==> config.mk <==
export PLATFORM = sky130hd
export DESIGN_NAME = fir_mac_seq
export DESIGN_NICKNAME = d
export VERILOG_FILES = /design/src/rtl/fir_mac_seq.sv
export SDC_FILE = /design/constraint.sdc
export NUM_CORES = 1
export LEC_CHECK = 0
export ABC_AREA = 0
export ABC_CLOCK_PERIOD_IN_PS = 12000
export CAP_MARGIN = 20
export CORE_MARGIN = 10
export CORE_UTILIZATION = 25
export DETAILED_ROUTE_END_ITERATION = 8
export PLACE_DENSITY = 0.5
export SYNTH_ARGS = -nofsm -noshare
export SYNTH_HDL_FRONTEND = slang
export SYNTH_SLANG_ARGS = --single-unit
==> constraint.sdc <==
create_clock -name clk_i -period 12 [get_ports clk_i]
set_input_delay 2.4 -clock clk_i [delete_from_list [all_inputs] [get_ports clk_i]]
set_output_delay 2.4 -clock clk_i [all_outputs]
set_load 0.005 [all_outputs]
==> src/rtl/fir_mac_seq.sv <==
// Sequential TAPS-tap signed FIR: one multiply-accumulate unit time-shared across the taps,
// runtime-loadable coefficient bank, valid/ready handshakes and a single-product bypass mode.
module fir_mac_seq #(
    parameter int DATA_W = 16,
    parameter int COEF_W = 16,
    parameter int TAPS   = 8,
    parameter int AW     = $clog2(TAPS),
    parameter int ACC_W  = DATA_W + COEF_W + $clog2(TAPS)
) (
    input  logic                    clk_i,
    input  logic                    rst_i,
    input  logic                    ce_i,
    input  logic                    mode_i,
    input  logic                    coef_we_i,
    input  logic [AW-1:0]           coef_addr_i,
    input  logic [COEF_W-1:0]       coef_data_i,
    output logic                    coef_err_o,
    input  logic                    s_valid_i,
    output logic                    s_ready_o,
    input  logic [DATA_W-1:0]       x_i,
    output logic                    m_valid_o,
    input  logic                    m_ready_i,
    output logic [ACC_W-1:0]        y_o,
    output logic                    busy_o
);

    localparam int PW = DATA_W + COEF_W;

    typedef enum logic [1:0] {StIdle, StMac, StOut} state_e;

    state_e                   state_q;
    logic signed [DATA_W-1:0] dly_q  [TAPS];
    logic signed [COEF_W-1:0] coef_q [TAPS];
    logic signed [ACC_W-1:0]  acc_q;
    logic signed [ACC_W-1:0]  y_q;
    logic [AW:0]              k_q;
    logic                     bypass_q;
    logic                     s_ready_q;
    logic                     m_valid_q;
    logic                     busy_q;
    logic                     coef_err_q;

    logic [AW:0]              n_taps;
    logic [AW-1:0]            tap_idx;
    logic signed [PW-1:0]     prod;
    logic signed [ACC_W-1:0]  prod_ext;
    logic                     addr_ok;
    logic                     coef_wr;
    logic                     accept;

    always_comb begin
        n_taps   = bypass_q ? (AW+1)'(1) : (AW+1)'(TAPS);
        // k_q == n_taps marks the result-load cycle; keep the index in range there
        tap_idx  = (k_q < n_taps) ? k_q[AW-1:0] : '0;
        prod     = PW'(dly_q[tap_idx]) * PW'(coef_q[tap_idx]);
        prod_ext = ACC_W'(prod);
        addr_ok  = {1'b0, coef_addr_i} < (AW+1)'(TAPS);
        coef_wr  = coef_we_i && (state_q == StIdle) && addr_ok;
        accept   = (state_q == StIdle) && s_ready_q && s_valid_i;
    end

    always_ff @(posedge clk_i) begin
        if (rst_i) begin
            state_q    <= StIdle;
            acc_q      <= '0;
            y_q        <= '0;
            k_q        <= '0;
            bypass_q   <= 1'b0;
            s_ready_q  <= 1'b0;
            m_valid_q  <= 1'b0;
            busy_q     <= 1'b0;
            coef_err_q <= 1'b0;
            for (int i = 0; i < TAPS; i++) begin
                dly_q[i]  <= '0;
                coef_q[i] <= '0;
            end
        end else if (ce_i) begin
            coef_err_q <= coef_we_i && !coef_wr;
            if (coef_wr) begin
                coef_q[coef_addr_i] <= coef_data_i;
            end
            unique case (state_q)
                StIdle: begin
                    s_ready_q <= 1'b1;
                    if (accept) begin
                        dly_q[0] <= x_i;
                        for (int i = 1; i < TAPS; i++) begin
                            dly_q[i] <= dly_q[i-1];
                        end
                        acc_q     <= '0;
                        k_q       <= '0;
                        bypass_q  <= mode_i;
                        s_ready_q <= 1'b0;
                        busy_q    <= 1'b1;
                        state_q   <= StMac;
                    end
                end
                StMac: begin
                    if (k_q == n_taps) begin
                        y_q       <= acc_q;
                        m_valid_q <= 1'b1;
                        state_q   <= StOut;
                    end else begin
                        acc_q <= acc_q + prod_ext;
                        k_q   <= k_q + 1'b1;
                    end
                end
                StOut: begin
                    if (m_ready_i) begin
                        m_valid_q <= 1'b0;
                        s_ready_q <= 1'b1;
                        busy_q    <= 1'b0;
                        state_q   <= StIdle;
                    end
                end
                default: state_q <= StIdle;
            endcase
        end
    end

    assign coef_err_o = coef_err_q;
    assign s_ready_o  = s_ready_q;
    assign m_valid_o  = m_valid_q;
    assign y_o        = y_q;
    assign busy_o     = busy_q;

endmodule
==> flow_summary.toml <==
[run_status]
run_status = "complete, no violations"

[setup_path]
worstPathArrival_ns = 10.16
crit_fanout = 36
end_kind = "flop"
worstPathRequired_ns = 12.42
path_class = "reg2reg"
start_kind = "flop"

[global_route]
grt_start_max_net_pins = 97
antenna_found_initial = 3
grt_overflow = 0
grt_pass1_vias = 18610
grt_pass1_wl_um = 115600
grt_usage = 0.1247

[sta]
fin_tns_setup_ns = 0
setup_viol = 0
fin_crit_ns = 9.745
fin_crit_sh = 0.8121
worst_pin_slew_ns = 1.105
rsz0062_at_grt = "no"
skew_ns = 0.04336
max_freq_mhz = 102.6
max-slew-margin-rel = 0.2589
hold_viol_final = 0
slew_viol_final = 0
timing.final.ws_setup_ns = 2.255

[logic_synthesis]
syn_nets = 2998
synth_flop_cell = "edfxtp_1"
synth_cell_types = 67
syn_inst = 2539
synth_warnings = 0
synth.avg_cell_area_um2 = 10.30
synth_enable_flop_cells = 256
async_reset_ff_frac = 0
ys_seq_elements = 337
syn-cell-area_um2 = 26150
synth-seq-area-share = 0.3560

[power_and_ir_drop]
comb_power_share = 0.645
intPower_mw = 4.162
peakVddDrop_v = 0.0002039
leakage_nw = 12.62
p_sw_mw = 3.512
power_switching_share = 0.4576
p_per_area_nw_per_um2 = 256.3
clkPwrFrac = 0.172
seqPwrFrac = 0.183

[clocking]
cts_root_buf = "clkbuf_16"
clock_latency_ns = 0.61
cts_sinks = 337
clk_path_buf_depth = 3
hold_buffers = 0
postCtsResizedCells = 0
numCtsBuffers = 41
clk_pin_slew_worst_paths_ns = 0.06
cts_tree = "yes"
cts_htree_levels = 2
post_cts_buffers = 0

[route]
drt_wl_total_um = 72750
drtIter0Drc = 1047
viasPerCell = 4.456
wire_per_inst_um = 18.20
drc = 0
ant_nets = 0
routed-via-count = 17820
drt_pass1_iterations = 5

[floorplanning]
ios = 81
dieArea_um2 = 117900
die_h_um = 343.4
core_um2 = 103600
die_x_um = 343.4
rows = 118
start_util = 0.2523

[final_layout]
drive_gt1_frac = 0.07143
antenna_cells = 0
nNetsFinal = 3045
num-fill-cells = 10870
area.growth.synth_to_final_pct = 14.52

[placed_design]
portBuffers = 80
dp_slack_ns = 2.300
place.gp.congestion = 0.8150
dpl.hpwl_um = 53080

[run]
cap_viol_max_count = 0

[worst_hold_path]
min_path_type = "reg2reg"
## layout make-up
class	instances	area (um2)	area share
Clock buffer	49	1076	0.03593
Timing Repair Buffer	119	1104	0.03685
Inverter	365	1370	0.04575
Sequential cell	337	9310	0.3109
Tap cell	1380	1727	0.05766
Multi-Input combinational cell	1722	15010	0.5013
Clock inverter	26	347.8	0.01162
## state kept, by name, summed over array words and instances (netlist names), 2 cells and up
name / flops
dly_q: 128
k_q: 4
coef_q: 128
y_o: 35
acc_q: 35
state_q: 2
## synth_stat cells, types with 7 or more instances
| cell type | instances | area [um2] |
|---|---|---|
| and2_1 | 236 | 1476 |
| inv_1 | 363 | 1363 |
| fa_1 | 310 | 6206 |
| nand2b_1 | 16 | 100.1 |
| a221oi_2 | 18 | 270.3 |
| xor2_1 | 13 | 113.9 |
| a21o_1 | 11 | 82.58 |
| nor3_1 | 17 | 85.08 |
| mux2i_1 | 11 | 110.1 |
| buf_2 | 31 | 155.2 |
| buf_6 | 7 | 78.83 |
| a221oi_1 | 43 | 376.6 |
| nor2b_1 | 36 | 225.2 |
| o21ai_0 | 35 | 175.2 |
| buf_4 | 9 | 67.56 |
| xnor2_1 | 21 | 183.9 |
| a31oi_4 | 7 | 148.9 |
| or2_2 | 19 | 118.9 |
| nand3_1 | 92 | 460.4 |
| edfxtp_1 | 256 | 7687 |
| nand2_1 | 342 | 1284 |
| a22oi_1 | 16 | 120.1 |
| buf_1 | 7 | 26.28 |
| o31ai_1 | 12 | 90.09 |
| o31ai_2 | 10 | 125.1 |
| clkbuf_1 | 61 | 229.0 |
| dfxtp_1 | 81 | 1622 |
| a21oi_1 | 72 | 360.4 |
| o31a_1 | 15 | 131.4 |
| nor2_1 | 190 | 713.2 |
| ha_1 | 107 | 1339 |
## cells by family after synthesis
family                   after synthesis  share of synthesized area
adder cells (fa/ha/maj)              417                     0.2885
AO/OA/AOI/OAI                        286                    0.08694
AND/OR/NAND/NOR                      972                     0.1775
flip-flops                           337                     0.3560
buffers and inverters                480                    0.07369
XOR/XNOR                              34                    0.01139
multiplexers                          13                   0.005933
## path summary, 6_finish.rpt
check             depth (start not counted)  startpoint  slack [ns]        end
setup / recovery                         26    bypass_q        2.26  acc_q[33]
hold / removal                            2     y_o[14]        0.45    y_o[14]
setup reg to reg                         26    bypass_q        2.26  acc_q[33]
hold reg to reg                           2     y_o[14]        0.45    y_o[14]
## layer usage
metal  global-route usage  wire [um]  up-vias
li1                     -          -     8337
met1               0.1787      35330     9027
met2               0.1966      32620      363
met3              0.01618       3241       85
met4              0.03216       1534        4
met5                    0         27        -
## power groups by stage
stage	Combinational [mW]	Sequential, mW	Clock [mW]
finish	4.95	1.40	1.32
global route	5.71	1.41	1.40
CTS	4.98	1.40	1.36
detailed placement	4.95	1.43	0
global placement	4.96	1.43	0
floorplan	3.85	1.39	0
## cells in the final DEF, fill, tap and decap left out, types with 7 or more instances in the layout
cell type and n:
ha_1 107, a221oi_1 43, a31oi_4 7, xor2_1 13
clkbuf_16 41, xnor2_1 21, fa_1 310, a21o_1 10
dfxtp_1 80, o31ai_2 18, nor2_1 189, nand3_1 92
a22oi_1 16, inv_1 363, edfxtp_1 256, o21ai_0 35
clkdlybuf4s50_1 79, mux2i_1 11, and2_1 236, nor2b_1 36
clkinv_2 7, nand2_1 341, clkinv_1 7, o31a_1 15
a221oi_2 18, or2_2 18, nor3_1 17, buf_4 39
a21oi_1 72, nand2b_1 16
## through the flow
stage                     hold WS (ns)  area (um2)  std cells    util  power, mW
after floorplan                 0.4430       26150       2539       -      5.240
after global placement          0.4441       28510       3922  0.2751      6.396
after detailed placement        0.4473       28510       3922  0.2751      6.381
after CTS                       0.4556       29940       3997  0.2889      7.739
after global routing            0.4694       29950       3998  0.2889      8.522
final                           0.4515       29950       3998  0.2889      7.674
## critical path, cell delays in order, from the launching register on
cell	delay [ns]
dfxtp_1	0.33
ha_1	0.51
or3b_4	0.57
buf_4	0.46
o21ai_0	0.18
o22ai_1	0.32
nor2_1	0.08
nor2_1	0.78
nand2_1	0.20
inv_1	0.15
fa_1	0.56
fa_1	0.90
fa_1	0.53
fa_1	0.51
fa_1	0.49
inv_1	0.05
fa_1	0.48
inv_1	0.04
ha_1	0.37
o211ai_1	0.20
a2111oi_0	0.43
o2111ai_1	0.33
a41oi_2	0.33
a311oi_2	0.19
o21ai_0	0.27
o2bb2a_1	0.18
o31ai_1	0.06
No activity file was read; power rests on OpenSTA's default activity.
